## src/rtl/pulse_stretch_pkg.sv

```systemverilog
// pulse_stretch_pkg: shared state encoding and polarity names for the pulse stretcher
package pulse_stretch_pkg;
  localparam logic [1:0] ST_IDLE = 2'd0;
  localparam logic [1:0] ST_ON = 2'd1;
  localparam logic [1:0] ST_OFF = 2'd2;
  localparam string POL_HIGH = "HIGH";
  localparam string POL_LOW = "LOW";
endpackage

```

## src/rtl/pulse_stretch_ch.sv

```systemverilog
// pulse_stretch_ch: one stretcher channel (edge detect, ON/OFF timing, single pending event)
// Ports: clk, reset_n (async active-low), data_in (active-high event input),
//        data_out (registered active-high pulse), busy (not idle or event pending)
module pulse_stretch_ch
  import pulse_stretch_pkg::*;
#(
  parameter int ON_TIME = 50000,
  parameter int OFF_TIME = 50000,
  parameter int TIME_WIDTH = 16,
  parameter int RETRIGGER = 0
) (
  input  logic clk,
  input  logic reset_n,
  input  logic data_in,
  output logic data_out,
  output logic busy
);
  localparam logic [TIME_WIDTH-1:0] ON_LAST = TIME_WIDTH'(ON_TIME - 1);
  localparam logic [TIME_WIDTH-1:0] OFF_LAST = TIME_WIDTH'(OFF_TIME == 0 ? 0 : OFF_TIME - 1);
  logic [1:0] state, state_nx;
  logic [TIME_WIDTH-1:0] cnt, cnt_nx;
  logic pend, pend_nx, prev, armed, ev;
  // armed stays low after reset until the input is seen inactive, so a level
  // held through reset release never counts as an event
  assign ev = data_in & ~prev & armed;
  assign busy = (state != ST_IDLE) | pend;
  always_comb begin
    state_nx = state;
    cnt_nx = cnt;
    pend_nx = pend;
    if (state == ST_ON) begin
      if (cnt == ON_LAST && !data_in) begin
        state_nx = OFF_TIME == 0 ? ST_IDLE : ST_OFF;
        cnt_nx = '0;
      end else begin
        cnt_nx = (RETRIGGER != 0 && ev) ? '0 : (cnt == ON_LAST ? cnt : cnt + 1'b1);
        pend_nx = pend | (RETRIGGER == 0 && ev);
      end
    end else if (state == ST_OFF) begin
      if (cnt == OFF_LAST) begin
        state_nx = (pend | ev) ? ST_ON : ST_IDLE;
        cnt_nx = '0;
        pend_nx = 1'b0;
      end else begin
        cnt_nx = cnt + 1'b1;
        pend_nx = pend | ev;
      end
    end else if (ev | pend) begin
      // pending can survive into IDLE only when there is no OFF gap
      state_nx = ST_ON;
      cnt_nx = '0;
      pend_nx = 1'b0;
    end
  end
  always_ff @(posedge clk or negedge reset_n) begin
    if (!reset_n) begin
      state <= ST_IDLE;
      cnt <= '0;
      pend <= 1'b0;
      prev <= 1'b0;
      armed <= 1'b0;
      data_out <= 1'b0;
    end else begin
      state <= state_nx;
      cnt <= cnt_nx;
      pend <= pend_nx;
      prev <= data_in;
      armed <= armed | ~data_in;
      data_out <= state_nx == ST_ON;
    end
  end
endmodule

```

## src/rtl/pulse_stretch.sv

```systemverilog
// pulse_stretch: per-bit minimum-width pulse stretcher with minimum inactive gap
// Ports: clk, reset_n (async active-low), data_in[DATA_WIDTH] (events),
//        data_out[DATA_WIDTH] (stretched pulses), busy[DATA_WIDTH] (channel active or pending)
module pulse_stretch
  import pulse_stretch_pkg::*;
#(
  parameter int DATA_WIDTH = 32,
  parameter string POLARITY = "HIGH",
  parameter int ON_TIME = 50000,
  parameter int OFF_TIME = 50000,
  parameter int TIME_WIDTH = 16,
  parameter int RETRIGGER = 0
) (
  input  logic                  clk,
  input  logic                  reset_n,
  input  logic [DATA_WIDTH-1:0] data_in,
  output logic [DATA_WIDTH-1:0] data_out,
  output logic [DATA_WIDTH-1:0] busy
);
  localparam bit ACT_LOW = POLARITY == POL_LOW;
  logic [DATA_WIDTH-1:0] act_in, act_out;
  assign act_in = ACT_LOW ? ~data_in : data_in;
  // the inversion follows a flop, so the pin stays glitch-free and resets inactive
  assign data_out = ACT_LOW ? ~act_out : act_out;
  for (genvar i = 0; i < DATA_WIDTH; i++) begin : g_ch
    pulse_stretch_ch #(
      .ON_TIME(ON_TIME),
      .OFF_TIME(OFF_TIME),
      .TIME_WIDTH(TIME_WIDTH),
      .RETRIGGER(RETRIGGER)
    ) u_ch (
      .clk(clk),
      .reset_n(reset_n),
      .data_in(act_in[i]),
      .data_out(act_out[i]),
      .busy(busy[i])
    );
  end
endmodule

```

## config.mk

```make
export PLATFORM = sky130hd
export DESIGN_NAME = pulse_stretch
export DESIGN_NICKNAME = d
export VERILOG_FILES = /design/src/rtl/pulse_stretch_pkg.sv /design/src/rtl/pulse_stretch_ch.sv /design/src/rtl/pulse_stretch.sv
export SDC_FILE = /design/constraint.sdc
export NUM_CORES = 2
export LEC_CHECK = 0
export ABC_AREA = 1
export BUFFER_PORTS_ARGS = -buffer_cell sky130_fd_sc_hd__buf_2
export CORE_ASPECT_RATIO = 0.75
export CORE_UTILIZATION = 25
export DETAILED_ROUTE_END_ITERATION = 6
export GPL_ROUTABILITY_DRIVEN = 0
export GPL_TIMING_DRIVEN = 1
export PLACE_DENSITY = 0.37
export SETUP_SLACK_MARGIN = 0.15
export SKIP_LAST_GASP = 1
export SLEW_MARGIN = 15
export SYNTH_ARGS = -nofsm -noshare
export SYNTH_HDL_FRONTEND = slang
export SYNTH_SLANG_ARGS = --single-unit
```

## constraint.sdc

```tcl
create_clock -name clk -period 3.6 [get_ports clk]
set_input_delay 0.36 -clock clk [delete_from_list [all_inputs] [get_ports clk]]
set_output_delay 0.36 -clock clk [all_outputs]
set_load 0.01 [all_outputs]
```

After elaboration in Yosys (flattened, before gate mapping):

Index checks and enable logic that the tools add are counted.

* $add $sub $neg: 32
* $mul: 0
* div/mod/pow operators: 0
* $lt $le $gt $ge: 0
* equality and inequality tests: 192
* shifts and indexed selects: 0
* multiplexer cells: 544
* bitwise operators: 224
* reduce and logical (&&, ||, !) cells: 192

Operator list (count)
* two-way mux 16 bit: 192
* adder 16 x 1 -> 16 bit, second input constant: 32
* == test 16 bit, second input constant: 32
* two-way mux 2 bit: 160
* two-way mux 1 bit: 192
* == test 2 x 1 -> 1 bit, second input constant: 64
* AND reduction 2 bit: 64
* != test 3 bit, second input constant: 32
* OR 1 bit: 96
* nonzero test 3 bit: 32
* AND 1 bit: 64
* == test 2 bit, second input constant: 32
* != test 2 bit, second input constant: 32
* NOT 1 bit: 64
* nonzero test 2 bit: 32
* logical AND 1 bit: 32
* zero test 1 bit: 32

* register bits: 704
* bits in latches: 0
* memory bits (writable): 0
* bits in read-only memories: 0
* bits of input ports: 34
* output and inout bits: 64
* memories: 0

Depth between registers and ports, before layout:

* depth in word-level cells: 9
* gate-level depth with buffers: 12
* mapped depth without buffers: 12

Cells and area by module:

From an unflattened synthesis, not the netlist that was laid out.

* cell total of the unflattened synthesis: 6948
* area, all modules: 49745.2 um^2

Modules (own cells, without submodules)
* pulse_stretch_ch (g_ch[0].u_ch ...): times used 26, cells each 219, area an instance 1562.7 um^2
* pulse_stretch_ch (g_ch[4].u_ch ...): times used 4, cells each 209, area an instance 1516.5 um^2
* pulse_stretch_ch (g_ch[8].u_ch ...): times used 2, cells each 209, area an instance 1524.0 um^2

Worst setup path before layout:

OpenSTA, ideal clock, no wires.

* path type: register -> register
* start: register g_ch[16].u_ch.cnt[0]
* end: register g_ch[16].u_ch.cnt[14]
* data arrival time: 1463 ps
* data required time: 3481 ps
* slack: 2018 ps
* cell stages (with the launch flop): 10
* path buffers: 1
* period minus slack after synthesis: 1582 ps
* cells stage by stage: dfrtp_1 > ha_1 > nand3_1 > nor2_1 > nand3_1 > nand2_1 > nand2_2 > buf_4 > a21oi_1 > nor2_1

* cells in the longest elaborated chain, start to end: 4
* elaborated cells between the ends (all ways): 10
* classes of those cells: 1 x add/sub; 2 x eq/ne; 5 x mux; 2 x reduce/logical

Ends and longest elaborated chain
* start: declaration: line pulse_stretch_ch.sv:21 `logic [TIME_WIDTH-1:0] cnt, cnt_nx;`
* start signal: assignment: line pulse_stretch_ch.sv:65 `cnt <= cnt_nx;`
* adder 16 x 1 -> 16 bit or == test 16 bit (tied branches)
* two-way mux 16 bit (tied with other cells): line pulse_stretch_ch.sv:40 `if (cnt == OFF_LAST) begin`
* two-way mux 16 bit (tied with other cells): line pulse_stretch_ch.sv:39 `end else if (state == ST_OFF) begin`
* two-way mux 16 bit or AND reduction 2 bit (tied branches)

Several ways; a longest one is shown, not always the timed one. The select of a mux whose other input is x is not followed.
A chain may end at the register's enable or synchronous reset.

Final worst setup path:

* start: register g_ch[25].u_ch.state[0]
* end: register g_ch[25].u_ch.cnt[6]

* cells in the longest elaborated chain, start to end: 3
* elaborated cells between the ends (all ways): 7
* classes of those cells: 3 x eq/ne; 2 x mux; 2 x reduce/logical

Ends and longest elaborated chain
* start: declaration: line pulse_stretch_ch.sv:20 `logic [1:0] state, state_nx;`
* start signal: assignment: line pulse_stretch_ch.sv:64 `state <= state_nx;`
* == test 2 x 1 -> 1 bit or == test 2 bit (tied branches): line pulse_stretch_ch.sv:31, pulse_stretch_ch.sv:39
* != test 3 bit (no source line) (tied with other cells)
* AND reduction 2 bit (no source line) or two-way mux 16 bit (tied branches)
* end signal: assignment: line pulse_stretch_ch.sv:65
* end: declaration: line pulse_stretch_ch.sv:21

Several ways; a longest one is shown, not always the timed one.

==> metrics.txt <==
most frequently used flop master after synthesis dfrtp_1; most area-consuming cells after synthesis dfrtp_1 (40%), nand2_1 (16%), nand3_1 (8.2%); Sinks on Clock Net ~700; final-layout setup total negative slack 0 ns; LEAKAGE about 24 nW; worst min path class in -> async; Max VDD drop 0.000256 V; CTS tree yes; Syn Nets between 6k and 7k; vias after detailed routing 39.9k; layout cell share with drive strength beyond 1 0.0786; most frequent cell after synthesis nand2_1; worst flop-to-flop path endpoint g_ch[25].u_ch.cnt[6]; core occupancy in the finished layout 0.288; share of synthesized registers carrying an async set or reset 1.00; H-Tree Depth 3; final-layout fill cell count between 15k and 20k; number of synthesized flops with an enable pin 0; number of global-route vias before repair 38.0k; Clk Latency, worst-skew pair between 0.6 and 0.7 ns; Final Cycle Share 0.661; number of endpoints with negative hold slack in the final report 0; transition time at the pin with the least slew margin ~0.9 ns; number of iterations in the first detailed-routing pass 5; final worst path period need between 2 and 2.5 ns; largest area contributor in the netlist dfrtp_1; sort of element at the start of the critical path flop; number of setup violations in the final report 0; overall global routing resource usage 0.136; routed length per instance about 13 um; Post-DP HPWL between 80 and 90 mm; run status complete, no violations; worst hold-check slack 0.305 ns; Total Routed Length ~120 mm; count of final max-slew check failures 0; drt drc 0; top cells by count, synth nand2_1 (1,916), nor2_1 (910), nand3_1 (722), dfrtp_1 (704), inv_1 (644); row cnt 132; final critical-path setup slack 1.22 ns; mapped cell area between 40,000 and 50,000 um^2; area added between synthesis and finish 14.0%; setup repair bufs after CTS 0; setup repair after global routing missed its margin no; clock-pin slew on the worst setup and hold paths about 0.06 ns; overall die height around 360 um; Post-Place Worst Slack roughly 1.2 ns; Post-layout nets roughly 6.6k; type of the worst setup path reg -> reg; critical path data arrival time ~3 ns; number of violations of the max-capacitance limit 0; area inside the core boundary 174,000 um^2; headroom to the max-slew limit 0.379; Achievable Freq 420 MHz; per-instance average area after synthesis slightly below 7 um^2; number of nets still failing antenna checks after routing 0; power per cell area a little over 600 nW/um^2; area share of the largest cell type after synthesis 0.401; DIE WIDTH just under 500 um; first-pass GRT wire length approximately 200 mm; FF-to-FF Start g_ch[25].u_ch.state[0]; root buffer cell clkbuf_16; port bufs 97; CP Data Required Time approximately 4.2 ns; initial antenna violation count 2; path depth of the worst reg2reg path 8; number of buffers on the longest clock path 3; post-synthesis sequential element count just over 700; pin count of the biggest net entering global routing 76; Clock Skew between 0.02 and 0.025 ns; library cells used by synthesis 39; TritonCTS buffer count 92; initial core utilization 0.253; Die Outline Area 177,000 um^2; routed via count divided by cell count 4.47; number of top-level design ports 98; number of diodes added for antenna fixing 0; Crit Path Max Fanout 20; CP Capture Type flop; R2R setup slack about 1.2 ns; register area share after synthesis 0.401; grt total ovfl 0; starting DRC count in detailed routing around 2.7k; count of yosys warnings during synthesis 0; number of standard cells after synthesis around 6.4k
==> cell usage in the layout (no fill, tap or decap), drive strengths merged <==
cell type and n:
buf 170, clkbuf 140, nand3b 10, a21oi 179, nor2 969, o21ai 237, dlygate4sd3 33, a21o 1
nor3 58, nor3b 4, a31oi 1, ha 32, dfrtp 704, or2 32, nand2 1983, o21bai 54
clkinvlp 1, o31ai 31, nor4 2, xnor2 1, o211ai 79, nand4 268, nand3 731, and3 3
bufinv 8, xor2 127, clkinv 31, inv 685
==> stage by stage <==
stage	cells	area, um^2	total power [W]
floorplan	6395	43900	0.0191
global placement	8724	46700	0.0216
detailed placement	8724	46700	0.0216
CTS	8919	50100	0.0315
global route	8919	50100	0.0336
finish	8919	50100	0.0308
==> state kept, by name, summed over array words and instances (netlist names) <==
| signal | flops |
|---|---|
| g_ch.u_ch.data_out | 32 |
| g_ch.u_ch.prev | 32 |
| g_ch.u_ch.cnt | 512 |
| g_ch.u_ch.armed | 32 |
| g_ch.u_ch.pend | 32 |
| g_ch.u_ch.state | 64 |
==> cell type report <==
class                   count  area (um^2)  area share
clock buffers             140         2670      0.0532
multi-input cells        4802        22400       0.447
clock inverters            22          324     0.00647
well taps                2345         2930      0.0586
flip-flops and latches    704        17600       0.352
inverters                 703         2640      0.0527
repair buffers            203         1470      0.0294
==> layer usage <==
metal / share of wire / wire length, um / global-route usage / up-vias
met4: 0.017 / 2050 / 0.0279 / 2
met1: 0.55 / 65400 / 0.208 / 18300
met2: 0.40 / 47300 / 0.196 / 508
met5: 0.00011 / 13 / 0 / -
met3: 0.035 / 4220 / 0.0229 / 132
li1: - / - / - / 20900
==> critical path, stage by stage (launching register included) <==
cell and delay (ns):
dfrtp_1 0.36, inv_1 0.06, nor2_1 0.70, inv_1 0.16, o21ai_1 0.12, nand2_1 0.45
nand2_2 0.29, nand2_1 0.07, nor2_1 0.09
==> worst max-delay path by stage <==
stage,to,slack (ns),start
detailed placement,g_ch[25].u_ch.cnt[14],1.18,g_ch[25].u_ch.state[0]
global route,g_ch[25].u_ch.cnt[6],0.87,g_ch[25].u_ch.state[0]
global placement,g_ch[3].u_ch.cnt[11],1.21,g_ch[3].u_ch.state[0]
CTS,g_ch[25].u_ch.cnt[6],1.19,g_ch[25].u_ch.state[0]
floorplan,g_ch[16].u_ch.cnt[14],2.02,g_ch[16].u_ch.cnt[0]
finish,g_ch[25].u_ch.cnt[6],1.22,g_ch[25].u_ch.state[0]
==> repair_timing <==
action	in CTS	in global routing
hold endpoints to repair	109	0
hold buffers	33	0
gates resized for setup	0	0
==> kinds of logic after synthesis <==
kind of cell | Yosys count | share of synthesized area
AND/OR/NAND/NOR | 4060 | 0.399
buffers and inverters | 889 | 0.0889
flip-flops | 704 | 0.401
AO/OA/AOI/OAI | 582 | 0.0763
XOR/XNOR | 128 | 0.0255
adder cells (fa/ha/maj) | 32 | 0.00912
==> power by group <==
part | leakage, nW | switching [W] | total (W) | internal [W]
registers | 8.87 | 0.00196 | 0.0117 | 0.00974
logic | 13.9 | 0.00653 | 0.00966 | 0.00313
clock network | 1.46 | 0.00376 | 0.00939 | 0.00563
Note: power is estimated with default switching activity, not from simulation.
